### src/rtl/weight_read_controller_if.sv
`default_nettype none
// ============================================================================
// Module      : weight_read_controller_if
// Description : Read-bank bus between the weight read controller, the weight
//               double-buffer SRAM read port and the PE-array consumer.
//               master = controller, slave = buffer/consumer side.
// Ports       : rd_rdy    consumer accepts a word this cycle
//               ren       buffer read enable
//               raddr     buffer read address
//               rdata     buffer read data (1-cycle SRAM latency)
//               rdata_out registered read data to the consumer
//               rdata_vld rdata_out valid
// Revision    : 1.0 - initial release
// ============================================================================
interface weight_read_controller_if #(
    parameter int OC0             = 4,
    parameter int BANK_ADDR_WIDTH = 32
);
    logic                       rd_rdy;
    logic                       ren;
    logic [BANK_ADDR_WIDTH-1:0] raddr;
    logic [16*OC0-1:0]          rdata;
    logic [16*OC0-1:0]          rdata_out;
    logic                       rdata_vld;

    modport master (
        input  rd_rdy, rdata,
        output ren, raddr, rdata_out, rdata_vld
    );

    modport slave (
        output rd_rdy, rdata,
        input  ren, raddr, rdata_out, rdata_vld
    );
endinterface
`default_nettype wire

### src/rtl/weight_read_controller.sv
`default_nettype none
// ============================================================================
// Module      : weight_read_controller
// Description : Read side of the weight double buffer. After each bank swap
//               it streams NUM_ADDR words NUM_PASS times to the PE array,
//               then reports the bank drained and waits for the next swap.
// Ports       : clk, rst_n                 clock, async active-low reset
//               config_enable, config_data load NUM_ADDR[15:0]/NUM_PASS[31:16]
//               switch                     1-cycle bank swap pulse
//               read_bank_ready_to_switch  bank drained, waiting for switch
//               read_bank_count            banks fully consumed (wraps)
//               rd                         read bus (master modport)
// Revision    : 1.0 - initial release
// ============================================================================
module weight_read_controller #(
    parameter int OC0             = 4,
    parameter int CONFIG_WIDTH    = 32,
    parameter int BANK_ADDR_WIDTH = 32,
    parameter int COUNTER_WID     = 16
) (
    input  wire logic                    clk,
    input  wire logic                    rst_n,
    input  wire logic                    config_enable,
    input  wire logic [CONFIG_WIDTH-1:0] config_data,
    input  wire logic                    switch,
    output logic                         read_bank_ready_to_switch,
    output logic [COUNTER_WID-1:0]       read_bank_count,
    weight_read_controller_if.master     rd
);

    typedef enum logic [1:0] {
        IDLE    = 2'd0,
        WAIT_SW = 2'd1,
        READ    = 2'd2,
        DONE    = 2'd3
    } state_t;

    state_t                  state;
    state_t                  next_state;
    logic                    fire;
    logic                    last_addr;
    logic                    last_pass;

    logic [COUNTER_WID-1:0]  num_addr;
    logic [COUNTER_WID-1:0]  num_pass;
    logic [COUNTER_WID-1:0]  addr;
    logic [COUNTER_WID-1:0]  pass;
    logic [COUNTER_WID-1:0]  cfg_addr_field;
    logic [COUNTER_WID-1:0]  cfg_pass_field;

    logic                    ren_d1;
    logic                    vld;
    logic [16*OC0-1:0]       data_out;

    assign cfg_addr_field = COUNTER_WID'(config_data[15:0]);
    assign cfg_pass_field = COUNTER_WID'(config_data[31:16]);

    assign last_addr = (addr == num_addr - COUNTER_WID'(1));
    assign last_pass = (pass == num_pass - COUNTER_WID'(1));

    // ------------------------------------------------------------------------
    // State register
    // ------------------------------------------------------------------------
    always_ff @(posedge clk or negedge rst_n) begin
        if (!rst_n) begin
            state <= IDLE;
        end else begin
            state <= next_state;
        end
    end

    // ------------------------------------------------------------------------
    // Next state and read enable. ren is purely combinational from the state,
    // so an asynchronous reset drops it without waiting for a clock edge.
    // ------------------------------------------------------------------------
    always_comb begin
        next_state = state;
        fire       = 1'b0;
        case (state)
            IDLE: begin
                if (config_enable) next_state = WAIT_SW;
            end
            WAIT_SW: begin
                // switch takes priority over config_enable: config is IDLE-only
                if (switch) next_state = READ;
            end
            READ: begin
                fire = rd.rd_rdy;
                if (fire && last_addr && last_pass) next_state = DONE;
            end
            DONE: begin
                next_state = WAIT_SW;
            end
            default: begin
                next_state = IDLE;
            end
        endcase
    end

    // ------------------------------------------------------------------------
    // Config, address/pass counters, bank bookkeeping
    // ------------------------------------------------------------------------
    always_ff @(posedge clk or negedge rst_n) begin
        if (!rst_n) begin
            num_addr                  <= COUNTER_WID'(1);
            num_pass                  <= COUNTER_WID'(1);
            addr                      <= '0;
            pass                      <= '0;
            read_bank_ready_to_switch <= 1'b0;
            read_bank_count           <= '0;
        end else begin
            case (state)
                IDLE: begin
                    if (config_enable) begin
                        // A zero count would never terminate; treat it as one.
                        num_addr <= (cfg_addr_field == '0) ? COUNTER_WID'(1) : cfg_addr_field;
                        num_pass <= (cfg_pass_field == '0) ? COUNTER_WID'(1) : cfg_pass_field;
                        // First swap may proceed as soon as the write side is ready.
                        read_bank_ready_to_switch <= 1'b1;
                    end
                end
                WAIT_SW: begin
                    if (switch) begin
                        addr                      <= '0;
                        pass                      <= '0;
                        read_bank_ready_to_switch <= 1'b0;
                    end
                end
                READ: begin
                    if (fire) begin
                        if (last_addr) begin
                            addr <= '0;
                            pass <= pass + COUNTER_WID'(1);
                        end else begin
                            addr <= addr + COUNTER_WID'(1);
                        end
                    end
                end
                DONE: begin
                    read_bank_count           <= read_bank_count + COUNTER_WID'(1);
                    read_bank_ready_to_switch <= 1'b1;
                end
                default: begin
                    addr <= '0;
                end
            endcase
        end
    end

    // ------------------------------------------------------------------------
    // Data path: one cycle of SRAM latency (ren_d1 marks rdata valid), then
    // the output register, giving ren -> rdata_vld of two cycles.
    // ------------------------------------------------------------------------
    always_ff @(posedge clk or negedge rst_n) begin
        if (!rst_n) begin
            ren_d1   <= 1'b0;
            vld      <= 1'b0;
            data_out <= '0;
        end else begin
            ren_d1 <= fire;
            vld    <= ren_d1;
            if (ren_d1) begin
                data_out <= rd.rdata;
            end
        end
    end

    assign rd.ren       = fire;
    assign rd.rdata_vld = vld;
    assign rd.rdata_out = data_out;

    generate
        if (BANK_ADDR_WIDTH > COUNTER_WID) begin : g_raddr_pad
            assign rd.raddr = {{(BANK_ADDR_WIDTH-COUNTER_WID){1'b0}}, addr};
        end else begin : g_raddr_trunc
            assign rd.raddr = addr[BANK_ADDR_WIDTH-1:0];
        end
    endgenerate

endmodule
`default_nettype wire

### src/flat_wrapper.sv
// flat-port wrapper written by rule: the top's interface ports become plain ports
module weight_read_controller_flat 
#(
    parameter int OC0             = 4,
    parameter int CONFIG_WIDTH    = 32,
    parameter int BANK_ADDR_WIDTH = 32,
    parameter int COUNTER_WID     = 16
)
  (clk, rst_n, config_enable, config_data, switch, read_bank_ready_to_switch, read_bank_count, rd_rd_rdy, rd_rdata, rd_ren, rd_raddr, rd_rdata_out, rd_rdata_vld);
  weight_read_controller_if #(.OC0(OC0), .BANK_ADDR_WIDTH(BANK_ADDR_WIDTH)) rd_i ();
  input  wire logic clk;
  input  wire logic rst_n;
  input  wire logic config_enable;
  input  wire logic [CONFIG_WIDTH-1:0] config_data;
  input  wire logic switch;
  output logic read_bank_ready_to_switch;
  output logic [COUNTER_WID-1:0] read_bank_count;
  input wire logic [$bits(rd_i.rd_rdy)-1:0] rd_rd_rdy;
  input wire logic [$bits(rd_i.rdata)-1:0] rd_rdata;
  output wire logic [$bits(rd_i.ren)-1:0] rd_ren;
  output wire logic [$bits(rd_i.raddr)-1:0] rd_raddr;
  output wire logic [$bits(rd_i.rdata_out)-1:0] rd_rdata_out;
  output wire logic [$bits(rd_i.rdata_vld)-1:0] rd_rdata_vld;
  assign rd_i.rd_rdy = rd_rd_rdy;
  assign rd_i.rdata = rd_rdata;
  assign rd_ren = rd_i.ren;
  assign rd_raddr = rd_i.raddr;
  assign rd_rdata_out = rd_i.rdata_out;
  assign rd_rdata_vld = rd_i.rdata_vld;
  weight_read_controller #(.OC0(OC0), .CONFIG_WIDTH(CONFIG_WIDTH), .BANK_ADDR_WIDTH(BANK_ADDR_WIDTH), .COUNTER_WID(COUNTER_WID)) u_core (.clk(clk), .rst_n(rst_n), .config_enable(config_enable), .config_data(config_data), .switch(switch), .read_bank_ready_to_switch(read_bank_ready_to_switch), .read_bank_count(read_bank_count), .rd(rd_i));
endmodule
### config.mk
export PLATFORM = sky130hd
export DESIGN_NAME = weight_read_controller_flat
export DESIGN_NICKNAME = d
export VERILOG_FILES = /design/src/rtl/weight_read_controller_if.sv /design/src/rtl/weight_read_controller.sv /design/src/flat_wrapper.sv
export SDC_FILE = /design/constraint.sdc
export NUM_CORES = 1
export LEC_CHECK = 0
export CORE_UTILIZATION = 52
export CTS_CLUSTER_SIZE = 28
export DETAILED_ROUTE_END_ITERATION = 16
export GPL_TIMING_DRIVEN = 0
export MAX_ROUTING_LAYER = met4
export PLACE_DENSITY = 0.95
export SLEW_MARGIN = 10
export SYNTH_ARGS = -nofsm -noshare
export SYNTH_HDL_FRONTEND = slang
export SYNTH_SLANG_ARGS = --single-unit
### constraint.sdc
create_clock -name clk -period 6.15 [get_ports clk]
set_input_delay 0.9225 -clock clk [delete_from_list [all_inputs] [get_ports clk]]
set_output_delay 0.9225 -clock clk [all_outputs]
set_load 0.01 [all_outputs]
Word level (Yosys, flattened, before mapping):

Index checks and enable logic that the tools add are counted.

* eq/ne operators: 10
* mux-type cells: 17
* add/sub/neg operators: 5
* reduce and logical (&&, ||, !) cells: 12

Operators by type and width (number)
* 2-to-1 mux 16 bit: 7
* case mux 16 bit (2 select lines): 2
* adder 16 x 1 -> 16 bit (second input constant): 3
* == test 16 bit: 2
* logical NOT 16 bit: 2
* subtractor 16 x 1 -> 16 bit (second input constant): 2
* AND reduction 3 bit: 3
* case mux 2 bit (4 select lines): 1
* 2-to-1 mux 2 bit: 3
* != test 2 x 1 -> 1 bit (second input constant): 3
* == test 2 bit (second input constant): 2
* != test 2 bit (second input constant): 2
* AND reduction 4 bit: 1
* 2-to-1 mux 1 bit: 3
* case mux 1 bit (3 select lines): 1
* nonzero test 3 bit: 1
* == test 2 x 1 -> 1 bit (second input constant): 1
* logical AND 1 bit: 2
* logical NOT 2 bit: 1
* AND reduction 2 bit: 1
* nonzero test 2 bit: 1

* register bits: 149
* logic and storage cells: 54
* input port bits: 101
* output and inout port bits: 115

Depth between registers and ports, before layout:

* word-level depth: 6
* gate-level depth with buffers: 12

Worst setup path before layout:

No wires, ideal clock.

* kind: flip-flop to flip-flop
* start point: reg u_core.num_addr[6]
* end point: reg u_core.state[1]
* stages on the path, launching flop included: 11
* data required time: 6022 ps
* slack: 2774 ps
* arrival time: 3248 ps
* path buffers: 2
* clock period less this slack: 3376 ps
* cells stage by stage: dfrtp_1 > buf_6 > or4_4 > nor4_1 > mux2i_1 > o21ai_0 > or2_1 > buf_6 > or4_1 > o31ai_2 > mux2_1

* word-level cells in the longest chain between the ends: 6

RTL lines
* from (decl): RTL line weight_read_controller.sv:44 `logic [COUNTER_WID-1:0] num_addr;`
* from (signal assigned): RTL line weight_read_controller.sv:116 `num_addr <= (cfg_addr_field == '0) ? COUNTER_WID'(1) : cfg_addr_field;`
* subtractor 16 x 1 -> 16 bit: RTL line weight_read_controller.sv:58 `assign last_addr = (addr == num_addr - COUNTER_WID'(1));`
* == test 16 bit: RTL line weight_read_controller.sv:58
* logical AND 1 bit (2 in series): RTL line weight_read_controller.sv:89 `if (fire && last_addr && last_pass) next_state = DONE;`
* != test 2 x 1 -> 1 bit (no source line)
* AND reduction 3 bit (no source line)
* to (signal assigned): RTL line weight_read_controller.sv:68 `state <= next_state;`
* to (decl): RTL line weight_read_controller.sv:38 `state_t state;`

Every way passes these cells.
A chain may end at the register's enable or synchronous reset.

Worst setup path in the final report:

* start point: reg u_core.num_addr[1]
* end point: reg u_core.state[1]

Same word-level chain as after synthesis.

==> metrics.yaml <==
finish:
  layout_common_cells: "198 x clkdlybuf4s50_1, 147 x dfrtp_1, 96 x mux2_2, 42 x xnor2_1, 32 x nand2_1"
  area_growth_syn_to_layout_pct: 38.10
  instances_no_fill: 1096
  drive_gt1_frac: 0.1823
  nets: 1013
  mostFrequentLayoutCell: "clkdlybuf4s50_1"
  fillCellCount: 929
  diodes: 0
timing:
  slew_viol_final: 0
  timing.clock.skew_ns: 0.008176
  setup_tns_ns: 0
  setup_viol: 0
  slew-limit-headroom: 0.4309
  max_freq_mhz: 251.4
  holdWs_ns: 0.3590
  rsz0062_at_grt: "no"
  worstMarginPinSlew_ns: 0.8322
  hold_viol: 0
  finalCriticalPeriod_ns: 3.977
  setup_ws_ns: 2.173
  period_share: 0.6467
yosys:
  synth_compound_area_frac: 0.07898
  synthSimpleGateAreaFrac: 0.1484
  synthMuxAreaShare: 0.1509
  synth-edff-count: 0
  ys_seq_area_frac: 0.4927
  synth_largest_area_cell: "dfrtp_1"
  syn-cell-area_um2: 7572
  synth_top_area_frac: 0.4858
  post_synth_num_cell_types: 62
  syn_inst: 669
  synthTopCellsByArea: "dfrtp_1 49%, mux2_2 14%, xnor2_1 4.9%, xor2_1 2.7%, a21oi_1 2.0%"
  yosys_warnings: 0
  synthAdderAreaFrac: 0.01487
  async_flop_share: 1.000
  ys.flop_type: "dfrtp_1"
  synth_top_family_by_area: "multiplexers"
  ys_ff_latch: 149
  synth_xor_area_frac: 0.07518
  syn_area_per_cell_um2: 11.32
critical_path:
  max_stage_delay_ns: 0.76
  reg2reg_slack_ns: 2.17
  reg2reg_from: "u_core.num_addr[1]$_DFFE_PN0P_"
  path_cells: "inv_1 > ha_1 > nor3b_1 > a21oi_1 > a2111oi_0 > nand4b_2 > or4_1 > o31ai_2 > mux2_1"
  crit_path_max_fanout: 8
  crit_start: "u_core.num_addr[1]$_DFFE_PN0P_"
  ff2ff_path_depth: 9
  critical_path_class: "reg2reg"
  crit_path_end_kind: "register"
  crit_path_end: "u_core.state[1]$_DFFE_PN0P_"
  worst_setup_path_start_kind: "register"
  reg2reg_to: "u_core.state[1]$_DFFE_PN0P_"
  critPathSlowestCell: "a2111oi_0"
  worstPathRequired_ns: 6.46
  cp.arrival_ns: 4.29
global_route:
  track_usage: 0.2758
  grt_max_degree: 113
  grt_pass1_vias: 6149
  grt_antenna_before_repair: 0
  grt_pass1_wl_mm: 30.77
  gr-total-overflow: 0
clock_tree:
  clkTransAtPathRegs_ns: 0.06
  hold_buffers: 0
  clk_path_buf_depth: 2
  cts_setup_buffers: 0
  cts_tree: "built"
  ctsHtreeMaxLevel: 4
  clk_latency_ns: 0.43
  root_buffer: "clkbuf_16"
  numClockSinks: 149
  cts_resized: 0
  cts_buffers: 17
pwr:
  seq_power_share: 0.354
  p_leak_nw: 4.330
  power_w: 0.004627
  comb_power_share: 0.423
  p_clk_frac: 0.223
  internal_power_w: 0.003011
  ir_worst_vdd_uv: 321.7
  power.density_nw_per_um2: 442.4
  p_sw_frac: 0.3493
  switchingPower_w: 0.001616
route:
  wl_per_cell_um: 17.60
  drtIter0Drc: 423
  drt_wl_total_mm: 19.29
  vias: 6136
  dr.pass1.iters: 4
  final_antenna_net_count: 0
  drc_errors: 0
  avgViaCountPerCell: 5.599
die:
  die_h_um: 122.7
  die_area_um2: 15050
  start_util: 0.5392
  die_x_um: 122.7
  num_rows: 43
  core_area_um2: 14040
  ioPinCount: 216
min_path:
  min_path_type: "in2async"
run_status:
  outcome: "completed"
placement:
  dp_hpwl_mm: 14.11
  dp.cells: 1064
  port_buffers: 199
  place_congestion: 0.9269
  dp_slack_ns: 2.426
run:
  drv_cap: 0
==> power by group through the flow <==
stage          sequential (W)  clock (W)  combinational [W]
2_1_floorplan         0.00171          0            0.00100
3_3_place_gp          0.00161          0            0.00188
3_5_place_dp          0.00165          0            0.00194
4_1_cts               0.00164    0.00104            0.00196
5_1_grt               0.00169    0.00108            0.00211
6_report              0.00164    0.00103            0.00196
==> worst min-delay path by stage <==
stage | start | end | slack (ns)
2_1_floorplan | u_core.ren_d1$_DFF_PN0_ | u_core.rd.rdata_vld$_DFF_PN0_ | 0.35
3_3_place_gp | u_core.ren_d1$_DFF_PN0_ | u_core.rd.rdata_vld$_DFF_PN0_ | 0.35
3_5_place_dp | u_core.ren_d1$_DFF_PN0_ | u_core.rd.rdata_vld$_DFF_PN0_ | 0.37
4_1_cts | rst_n | u_core.addr[12]$_DFFE_PN0P_ | 0.36
5_1_grt | rst_n | u_core.addr[12]$_DFFE_PN0P_ | 0.38
6_report | rst_n | u_core.addr[12]$_DFFE_PN0P_ | 0.36
==> critical path: cells and delay by family (launching register included) <==
kind / cells / cell delay, ns
AND/OR/NAND/NOR: 3 / 1.54
flip-flops: 1 / 0.43
buffers and inverters: 1 / 0.09
multiplexers: 1 / 0.37
adder cells (fa/ha/maj): 1 / 0.18
AO/OA/AOI/OAI: 3 / 1.24
==> cells by family (layout without fill, tap and decap cells) <==
group	count (synthesis)	after routing
fa+ha+maj	9	9
simple gates	196	196
compound gates	95	95
other cells	1	16
xor+xnor	65	65
buf+inv	52	284
mux	102	102
flops	149	149
==> metrics by stage <==
stage,util,cell area [um2]
after floorplan,-,7629
after global placement,0.7011,9846
after detailed placement,0.7035,9878
after CTS,0.7447,10460
after global routing,0.7447,10460
final,0.7447,10460
==> synthesized netlist by cell type (13+ instances only) <==
cell type    n
a21oi_1     31
a31oi_1     14
and3_1      18
buf_4       17
clkbuf_1    17
dfrtp_1    147
mux2_2      96
nand2_1     32
nand2b_1    15
nand3_1     22
nor2_1      20
nor4_1      16
o21ai_0     21
or3_1       13
xnor2_1     42
xor2_1      23
==> registers in the layout (all words and copies together) (netlist names) <==
register                          cells
u_core.pass                          16
u_core.rd.rdata_out                  64
u_core.read_bank_count               16
u_core.addr                          16
u_core.num_pass                      16
u_core.state                          2
u_core.ren_d1                         1
u_core.rd.rdata_vld                   1
u_core.num_addr                      16
u_core.read_bank_ready_to_switch      1
==> layer usage <==
layer / global-route usage / wire (um) / part of all wire / vias up
met5: - / 0 / 0 / -
met4: 0.09146 / 370 / 0.019 / 0
met3: 0.06180 / 1309 / 0.068 / 39
met2: 0.4856 / 10010 / 0.52 / 263
met1: 0.3077 / 7600 / 0.39 / 2962
li1: - / - / - / 2872
==> final cells by class <==
cell class | instances | area, um2 | share of cell area
Sequential cell | 149 | 3731 | 0.3568
Clock buffer | 18 | 439.2 | 0.04200
Multi-Input combinational cell | 483 | 3606 | 0.3448
Timing Repair Buffer | 200 | 2024 | 0.1936
Tap cell | 180 | 225.2 | 0.02154
Clock inverter | 14 | 140.1 | 0.01340
Inverter | 12 | 45.04 | 0.004307
Buffer | 40 | 246.5 | 0.02357
Power figures use the tool's default switching activity.
